[config.mk]
export PLATFORM = sky130hd
export DESIGN_NAME = conv2_mac_sched
export DESIGN_NICKNAME = d
export VERILOG_FILES = /design/src/rtl/conv2_mac_sched.sv
export SDC_FILE = /design/constraint.sdc
export NUM_CORES = 1
export LEC_CHECK = 0
export ABC_AREA = 1
export BUFFER_PORTS_ARGS = -buffer_cell sky130_fd_sc_hd__buf_2
export CAP_MARGIN = 10
export CORE_MARGIN = 1
export CORE_UTILIZATION = 35
export CTS_CLUSTER_SIZE = 30
export DETAILED_ROUTE_END_ITERATION = 12
export PLACE_DENSITY = 0.64
export SLEW_MARGIN = 20
export SYNTH_ARGS = -nofsm -noshare
export SYNTH_HDL_FRONTEND = slang
export SYNTH_SLANG_ARGS = --single-unit
[constraint.sdc]
create_clock -name clk -period 1.9 [get_ports clk]
set_input_delay 0.38 -clock clk [delete_from_list [all_inputs] [get_ports clk]]
set_output_delay 0.38 -clock clk [all_outputs]
set_load 0.005 [all_outputs]
[src/rtl/conv2_mac_sched.sv]
// conv2_mac_sched
//
// Steps one shared 25-tap multiply-accumulate engine through every
// (input channel, filter) pair of a buffered 5x5x3 conv2 window. The engine
// is handed one pair per cycle. Its partial sums are accumulated across the
// channels of each filter. The result is emitted once per filter, scaled by
// 1/64 (arithmetic truncation). An end-of-frame strobe is raised on the last
// result of every WIN_PER_FRAME-th window.
//
// Ports:
//   clk         rising-edge clock
//   rst_n       asynchronous active-low reset
//   win_valid   window buffer holds a complete window (held stable until done)
//   win_ready   block is idle and can accept a window (combinational)
//   ch_sel      channel select to the shared engine
//   filt_sel    weight bank select to the shared engine
//   psum_in     signed partial sum from the engine for ch_sel/filt_sel
//   conv_out    scaled accumulated result, held between strobes
//   conv_filt   filter index belonging to conv_out
//   conv_valid  one-cycle strobe marking a new conv_out/conv_filt
//   busy        window in progress (registered)
//   frame_done  one-cycle strobe with the last result of a frame

module conv2_mac_sched #(
    parameter int NUM_CH        = 3,
    parameter int NUM_FILT      = 3,
    parameter int ACC_W         = 20,
    parameter int OUT_W         = 14,
    parameter int WIN_PER_FRAME = 64
) (
    input  logic                    clk,
    input  logic                    rst_n,
    input  logic                    win_valid,
    output logic                    win_ready,
    output logic [1:0]              ch_sel,
    output logic [1:0]              filt_sel,
    input  logic signed [ACC_W-1:0] psum_in,
    output logic [OUT_W-1:0]        conv_out,
    output logic [1:0]              conv_filt,
    output logic                    conv_valid,
    output logic                    busy,
    output logic                    frame_done
);

    localparam int CNT_W = (WIN_PER_FRAME > 1) ? $clog2(WIN_PER_FRAME) : 1;
    localparam logic [1:0]       LAST_CH   = 2'(NUM_CH - 1);
    localparam logic [1:0]       LAST_FILT = 2'(NUM_FILT - 1);
    localparam logic [CNT_W-1:0] LAST_WIN  = CNT_W'(WIN_PER_FRAME - 1);

    typedef enum logic {
        IDLE,
        ACCUM
    } state_t;

    state_t             state, state_next;
    logic [ACC_W-1:0]   acc, acc_next;
    logic [ACC_W-1:0]   acc_sum;
    logic [1:0]         ch_next, filt_next;
    logic [OUT_W-1:0]   out_next;
    logic [1:0]         cfilt_next;
    logic               valid_next;
    logic               fd_next;
    logic [CNT_W-1:0]   win_cnt, cnt_next;

    assign win_ready = (state == IDLE);

    // Two's complement sum that wraps silently on overflow.
    assign acc_sum = acc + psum_in;

    always_comb begin
        state_next = state;
        acc_next   = acc;
        ch_next    = ch_sel;
        filt_next  = filt_sel;
        out_next   = conv_out;
        cfilt_next = conv_filt;
        valid_next = 1'b0;
        fd_next    = 1'b0;
        cnt_next   = win_cnt;

        case (state)
            IDLE: begin
                ch_next   = 2'd0;
                filt_next = 2'd0;
                if (win_valid) begin
                    state_next = ACCUM;
                    acc_next   = '0;
                end
            end
            ACCUM: begin
                if (ch_sel != LAST_CH) begin
                    acc_next = acc_sum;
                    ch_next  = ch_sel + 2'd1;
                end else begin
                    // Top OUT_W bits of the sum: floor divide by 2^(ACC_W-OUT_W).
                    out_next   = acc_sum[ACC_W-1 -: OUT_W];
                    cfilt_next = filt_sel;
                    valid_next = 1'b1;
                    acc_next   = '0;
                    ch_next    = 2'd0;
                    if (filt_sel != LAST_FILT) begin
                        filt_next = filt_sel + 2'd1;
                    end else begin
                        filt_next  = 2'd0;
                        state_next = IDLE;
                        if (win_cnt == LAST_WIN) begin
                            cnt_next = '0;
                            fd_next  = 1'b1;
                        end else begin
                            cnt_next = win_cnt + 1'b1;
                        end
                    end
                end
            end
            default: state_next = IDLE;
        endcase
    end

    // busy is registered from the next state so it tracks state exactly.
    always_ff @(posedge clk or negedge rst_n) begin
        if (!rst_n) begin
            state      <= IDLE;
            acc        <= '0;
            ch_sel     <= 2'd0;
            filt_sel   <= 2'd0;
            conv_out   <= '0;
            conv_filt  <= 2'd0;
            conv_valid <= 1'b0;
            busy       <= 1'b0;
            frame_done <= 1'b0;
            win_cnt    <= '0;
        end else begin
            state      <= state_next;
            acc        <= acc_next;
            ch_sel     <= ch_next;
            filt_sel   <= filt_next;
            conv_out   <= out_next;
            conv_filt  <= cfilt_next;
            conv_valid <= valid_next;
            busy       <= (state_next == ACCUM);
            frame_done <= fd_next;
            win_cnt    <= cnt_next;
        end
    end

endmodule

==> results by group, run 1 <==
Layout
  • Util after Layout: 0.445
  • Ratio of cells with drive above 1 in the final layout: 0.203
  • Number of diodes: 0
  • P&R area growth vs syn: 21.3%
  • Fill cells: 851
  • Leading cell type in the layout, fill and taps excluded: nand2_1
  • Total Nets Final: 520
  • Most frequent cells in the layout: nand2_1, dfrtp_1, buf_2

Worst setup path
  • Most used cell along the critical path: nand2_1
  • CP Max Fanout: 4
  • Worst Setup Path Type: reg -> reg
  • CP max stage delay: roughly 0.37 ns
  • Critical path launch point type: flip-flop
  • Critical Path, Cell by Cell: ha_2 -> inv_1 -> fa_2 -> inv_2 -> nand3_1 -> nand3_2 -> nand2_1 -> nand2_2 -> nand2_1 -> nand2_1 -> nand2_1 -> nand3_1 -> nand2_1
  • Bufs and invs on worst path: 2
  • CP Capture Type: flip-flop
  • Reg2Reg Launch Point: acc[0]
  • Kind of cell adding the most delay to the critical path: simple AND/OR/NAND/NOR gates
  • Worst EP arrival: 1.97 ns
  • CP max-delay cell: dfrtp_1
  • Worst Setup SP: acc[0]
  • Crit path required time: 2.11 ns

Pwr
  • Int Pwr: 3.28 mW
  • Lkg Pwr: a little under 2 nW
  • Switching power total: approximately 2.8 mW
  • Sequential Power Share: 0.297
  • Peak supply drop: 0.615 mV
  • Gate power share: 0.592
  • Switching share of power: 0.464
  • PD cells: between 1500 and 2000 nW/µm²
  • Clock Power Share: 0.111

CTS
  • H-Tree Level Count: 2
  • CTS tree: built
  • Hold Buf Count CTS: 0
  • Clock Tree Buf Depth: 2
  • Root Buffer: clkbuf_8
  • Worst skew pair latency: 0.32 ns
  • TritonCTS Buffers: 5
  • # clock sinks: 49
  • Reg clk slew, reported paths: 0.11 ns

Floorplan
  • Die ar.: 9070 µm²
  • Initial Util: 0.367
  • Total core area: 8300 µm²
  • Die width: 95.2 µm
  • FP Rows: 33
  • Die Ht: about 95 µm
  • Top-Level Pins: 47

Drt
  • DRC Markers: 0
  • Final ANT Viol Nets: 0
  • Met3 wire length: 287 µm
  • DR WL/cell: between 10 and 15 µm
  • Drt first pass iters: 4
  • Max Used Layer: met4
  • Number of DRC markers in iteration 0: 95
  • DRT Wirelength: 7350 µm
  • Vias per std cell: between 4 and 5
  • DR vias: 2802
  • Wl on met1: 3480 µm
  • Metal2 WL: 3470 µm

Synthesis
  • Area leader, netlist: dfrtp_1
  • Post-synth cell types: 28
  • Mapped Cells: approximately 420
  • Largest cells by area after synthesis: dfrtp_1, nand2_1, ha_1
  • Area share of the largest cell type after synthesis: 0.403
  • Mapped cell area: about 3000 µm²
  • Mean Syn Cell Area: 7.31 µm²
  • Syn Nets: 460
  • Post-synthesis sequential area ratio: 0.403
  • Ys Warns: 0
  • Flops & latches, synth: 49

Timing
  • Max Clock Freq: about 0.57 GHz
  • Final hold slack: 0.0183 ns
  • Worst-margin pin slew: 0.503 ns
  • Max-slew violations: 0
  • Final worst slack: 0.134 ns
  • Setup Total Neg Slack: 0 ns
  • Tmin final: 1.77 ns
  • Final hold vios: 0
  • Worst slew margin: 0.665
  • Clk_skew: 0.00951 ns
  • # setup viols final: 0
  • Fin crit share: 0.930

Place
  • Place WS: -0.0867 ns
  • Port bufs: 46
  • GPL Wtd Cong: 0.926
  • Final HPWL DP: 5510 µm

Global route
  • Total grt overflow: 0
  • Antenna violations before repair: 0
  • Largest net degree at the start of global routing: 31
  • Vias in the first global route: roughly 2800
  • GRT Resource Usage Total: 0.177
  • Global-route wire length before repair: 12400 µm

Run
  • Max_cap viols: 0

Worst hold path
  • Worst min-delay path category: in -> async

Run status
  • Outcome: finished clean
-- cell type report --
type	count	area (µm²)	area share
multi-input cells	317	1730	0.469
flip-flops and latches	49	1230	0.332
repair buffers	59	340	0.0922
inverters	44	165	0.0448
well taps	105	131	0.0356
clock buffers	5	68.8	0.0187
clock inverters	3	26.3	0.00712
-- layer usage --
layer,vias to the layer above,track usage
met1,1273,0.232
met4,0,0.0556
met2,67,0.298
met3,9,0.0287
li1,1453,-
met5,-,0
-- worst register-to-register path, delay by kind of cell, from the launching register on --
family                     cells  cell delay, ns
adders and majority gates      2            0.52
buffers and inverters          2            0.11
DFF                            1            0.37
and+or+nand+nor                9            0.65
-- synth_stat cells --
| library cell | instances |
|---|---|
| o21ai_0 | 13 |
| and3_1 | 1 |
| and2_1 | 3 |
| or2_2 | 1 |
| nand2_1 | 159 |
| o21bai_1 | 2 |
| xnor2_1 | 4 |
| a21oi_1 | 16 |
| nand2_4 | 1 |
| inv_1 | 40 |
| nand4_1 | 1 |
| dfrtp_1 | 49 |
| fa_1 | 1 |
| nor2_8 | 1 |
| a22o_1 | 1 |
| o21ai_1 | 3 |
| xor2_1 | 4 |
| inv_2 | 4 |
| buf_2 | 2 |
| nor3_1 | 6 |
| nand3_1 | 38 |
| nand3b_1 | 11 |
| nor2_1 | 28 |
| nor2_4 | 1 |
| o31ai_1 | 1 |
| a32o_1 | 1 |
| ha_1 | 20 |
| clkbuf_1 | 4 |
-- power by group through the flow --
stage	Clock (mW)	Sequential [mW]	Combinational [mW]
2_1_floorplan	0	1.80	2.41
3_3_place_gp	0	1.81	3.38
3_5_place_dp	0	1.82	3.43
4_1_cts	0.712	1.80	3.46
5_1_grt	0.751	1.88	4.17
6_report	0.679	1.82	3.63
-- state kept, by name, summed over array words and instances, names as in the netlist --
signal	flops
win_cnt	6
filt_sel	2
state	1
acc	20
conv_filt	2
frame_done	1
conv_out	14
conv_valid	1
ch_sel	2
-- logic make-up after synthesis --
family | Yosys count | synth area share
compound gates | 37 | 0.0662
xor+xnor | 8 | 0.0230
fa+ha+maj | 21 | 0.0888
buf+inv | 50 | 0.0625
flops | 49 | 0.403
simple gates | 251 | 0.356
-- metrics by stage --
stage,std cells,area (µm²),power (mW)
4_1_cts,581,3580,5.98
3_5_place_dp,573,3480,5.25
6_report,582,3690,6.12
5_1_grt,582,3690,6.80
2_1_floorplan,416,3040,4.22
3_3_place_gp,573,3480,5.19
-- worst paths after layout --
kind / endpoint / depth (start not counted) / slack, ns
max: conv_out[6] / 13 / 0.13
min: conv_filt[0] / 1 / 0.02
max reg2reg: conv_out[6] / 13 / 0.13
min reg2reg: conv_out[5] / 2 / 0.48
max in group asynchronous: conv_out[7] / 2 / 1.34
min in group clk: acc[0] / 3 / 0.43
-- what timing repair did --
item	4_1_cts	5_1_grt
hold endpoints to repair	0	0
gates resized for setup	1	22
cloned	0	0
endpoints found under the setup margin	3	18
buffers inserted	0	1
pin swaps	0	3
(Power assumes the default switching activity.)
==> run 2: changes to the inputs <==
- ABC_AREA: 1 -> default
- PLACE_DENSITY: 0.64 -> 0.63
==> results by group, run 2 <==
Global route
  • Vias in the first global route: 3198 (was 2764)
  • Largest net degree at the start of global routing: 31 (unchanged)
  • GRT Resource Usage Total: 0.195 (was 0.177)
  • Total grt overflow: 0 (unchanged)
  • Antenna violations before repair: 0 (unchanged)
  • Global-route wire length before repair: 15400 µm (was 12400 µm)

CTS
  • Worst skew pair latency: 0.32 ns (about the same)
  • Clock Tree Buf Depth: 2 (unchanged)
  • Reg clk slew, reported paths: 0.11 ns (about the same)
  • H-Tree Level Count: 2 (unchanged)
  • TritonCTS Buffers: 5 (unchanged)
  • CTS tree: built (unchanged)
  • # clock sinks: 49 (unchanged)
  • Root Buffer: clkbuf_8 (unchanged)

Drt
  • DRC Markers: 0 (unchanged)
  • Drt first pass iters: 4 (unchanged)
  • Number of DRC markers in iteration 0: 118 (was 95)
  • DR WL/cell: 16.0 µm (was 12.6 µm)
  • DRT Wirelength: 9510 µm (was 7350 µm)
  • Final ANT Viol Nets: 0 (unchanged)
  • DR vias: 3242 (was 2802)
  • Vias per std cell: 5.46 (was 4.81)

Layout
  • Max FFs per register: 20 (unchanged)
  • P&R area growth vs syn: 45.2% (was 21.3%)
  • Number of diodes: 0 (unchanged)
  • Post-route cell area: 4820 µm² (was 3690 µm²)
  • Total Nets Final: 526 (was 520)
  • Multi-input combinational cell area: 2350 µm² (was 1730 µm²)
  • Fill cells: 859 (was 851)
  • Top reg by flops: acc (unchanged)
  • FF+latch area: 1230 µm² (unchanged)
  • Ratio of cells with drive above 1 in the final layout: 0.458 (was 0.203)
  • Util after Layout: 0.524 (was 0.445)
  • Top flop regs: acc: 20 flops, conv_out: 14 flops, win_cnt: 6 flops (unchanged)
  • Post-route insts no fill: 594 (was 582)
  • Leading cell type in the layout, fill and taps excluded: buf_4 (was nand2_1)
  • Most frequent cells in the layout: buf_4, dfrtp_1, nand2_1 (was nand2_1, dfrtp_1, buf_2)

Place
  • Place WS: -0.668 ns (was -0.0867 ns)
  • Inst Count DP: 573 (unchanged)
  • Port bufs: 46 (unchanged)
  • GPL Wtd Cong: 0.823 (was 0.926)
  • Final HPWL DP: 6820 µm (was 5510 µm)
  • DP Area: 4360 µm² (was 3480 µm²)

Timing
  • Max Clock Freq: 0.416 GHz (was 0.566 GHz)
  • Clk_skew: 0.0105 ns (was 0.00951 ns)
  • # setup viols final: 28 (was 0)
  • Fin crit share: 1.27 (was 0.930)
  • Worst-margin pin slew: 0.585 ns (was 0.503 ns)
  • Tmin final: 2.41 ns (was 1.77 ns)
  • RSZ-0062 raised after global routing: yes
  • Worst slew margin: 0.609 (was 0.665)
  • Final worst slack: -0.506 ns (was 0.134 ns)
  • Max-slew violations: 0 (unchanged)
  • Final hold vios: 0 (unchanged)

Worst setup path
  • Critical Path, Cell by Cell: ha_4 -> inv_2 -> fa_2 -> and2b_1 -> o211ai_1 -> a21boi_2 -> o211ai_1 -> buf_4 -> and3_4 -> or3_1 (was ha_2 -> inv_1 -> fa_2 -> inv_2 -> nand3_1 -> nand3_2 -> nand2_1 -> nand2_2 -> nand2_1 -> nand2_1 -> nand2_1 -> nand3_1 -> nand2_1)
  • CP Capture Type: flip-flop (unchanged)
  • CP max stage delay: 0.39 ns (was 0.37 ns)
  • Worst EP arrival: 2.61 ns (was 1.97 ns)
  • Crit path required time: 2.11 ns (about the same)
  • CP Max Fanout: 4 (unchanged)
  • Critical path launch point type: flip-flop (unchanged)
  • Kind of cell adding the most delay to the critical path: simple AND/OR/NAND/NOR gates (unchanged)
  • Most used cell along the critical path: o211ai_1 (was nand2_1)
  • Worst Setup Path Type: reg -> reg (unchanged)
  • Bufs and invs on worst path: 2 (unchanged)
  • CP max-delay cell: dfrtp_1 (unchanged)

Floorplan
  • Die Ht: 99.4 µm (was 95.2 µm)
  • Die width: 99.4 µm (was 95.2 µm)
  • Initial Util: 0.361 (was 0.367)
  • FP Rows: 35 (was 33)
  • Die ar.: 9880 µm² (was 9070 µm²)
  • Top-Level Pins: 47 (unchanged)
  • Total core area: 9200 µm² (was 8300 µm²)

Synthesis
  • Number of synthesized flops with an enable pin: 0 (unchanged)
  • Mapped Cells: 361 (was 416)
  • Syn Nets: 405 (was 460)
  • FFs w/ async S/R, synth: 1.00 (unchanged)
  • Ys flop type: dfrtp_1 (unchanged)
  • Post-synthesis sequential area ratio: 0.369 (was 0.403)
  • Post-synth cell types: 68 (was 28)
  • Ys Warns: 0 (unchanged)
  • Mean Syn Cell Area: 9.20 µm² (was 7.31 µm²)
  • Largest cells by area after synthesis: dfrtp_1, ha_1, nand2_1 (was dfrtp_1, nand2_1, ha_1)
  • Most frequent cells after synthesis: dfrtp_1, nand2_1, ha_1 (was nand2_1, dfrtp_1, inv_1)
  • Flops & latches, synth: 49 (unchanged)
  • Area share of the largest cell type after synthesis: 0.369 (was 0.403)
  • Area leader, netlist: dfrtp_1 (unchanged)
  • Mapped cell area: 3320 µm² (was 3040 µm²)

Run status
  • Outcome: finished with violations (was finished clean)
  • Failing checks: setup timing

Pwr
  • Peak supply drop: 0.671 mV (was 0.615 mV)
  • PD cells: 1760 nW/µm² (was 1660 nW/µm²)
  • Lkg Pwr: 2.17 nW (was 1.97 nW)

Worst hold path
  • Worst min-delay path category: in -> async (unchanged)

Run
  • Max_cap viols: 0 (unchanged)
-- run 2: cell count changes after synthesis, sizes merged, moves of 7 or more --
cell,delta
buf,+12
o21ai,+7
nand3b,-10
inv,-34
nand3,-19
o31ai,+8
and3,+12
nor2,-10
nand4,+10
nand2,-109
-- run 2: layout make-up --
class	count	area share
Timing Repair Buffer	136	0.203
Clock inverter	3	0.00545
Inverter	10	0.00779
Tap cell	111	0.0288
Multi-Input combinational cell	280	0.487
Sequential cell	49	0.254
Clock buffer	5	0.0143
-- run 2: cell families (layout without fill, tap and decap cells) --
group / count (synthesis) / in the layout / share of synthesized area
xor+xnor: 11 / 11 / 0.0290
mux: 3 / 3 / 0.00942
flops: 49 / 49 / 0.369
buf+inv: 32 / 154 / 0.0513
compound gates: 103 / 103 / 0.239
simple gates: 142 / 142 / 0.220
fa+ha+maj: 21 / 21 / 0.0814
-- run 2: what timing repair did --
item | 4_1_cts | 5_1_grt
endpoints found under the setup margin | 28 | 33
gates resized for setup | 33 | 28
gates cloned | 0 | 0
setup buffers | 6 | 8
hold buffers | 0 | 0
pin swaps | 30 | 21
-- run 2: layer usage --
layer	track usage	routed length [µm]	vias up
met5	0	0	-
met4	0.0464	190	0
met3	0.0246	262	15
met2	0.361	4870	57
met1	0.240	4190	1594
li1	-	-	1576
-- run 2: metrics by stage --
stage               hold WS [ns]  power, mW  setup TNS, ns
floorplan                 0.0844       5.10          -2.21
global placement           0.382       6.79          -9.79
detailed placement         0.389       6.93         -10.62
CTS                       0.0448       8.05          -6.32
global route              0.0623       9.13          -9.39
finish                    0.0147       8.47          -6.51
-- run 2: worst register-to-register path, cell delays in order (launching register included) --
cell and delay, ns:
dfrtp_1 0.39, ha_4 0.15, inv_2 0.04, fa_2 0.35, and2b_1 0.22, o211ai_1 0.10, a21boi_2 0.16, o211ai_1 0.20
buf_4 0.22, and3_4 0.14, or3_1 0.34
-- run 2: final timing paths --
check | to | depth (start not counted) | start | slack, ns
max in group asynchronous | acc[6] | 2 | rst_n | 1.35
min in group clk | acc[0] | 3 | psum_in[0] | 0.43
min | acc[10] | 1 | rst_n | 0.01
min reg2reg | ch_sel[0] | 1 | ch_sel[0] | 0.47
max | acc[18] | 10 | acc[0] | -0.51
max reg2reg | acc[18] | 10 | acc[0] | -0.51
-- run 2: where the power goes --
part           switching, mW  total, mW  internal (mW)
logic                   2.88       5.90           3.02
clock network          0.434      0.709          0.275
registers              0.342       1.87           1.52
total                   3.66       8.47           4.82
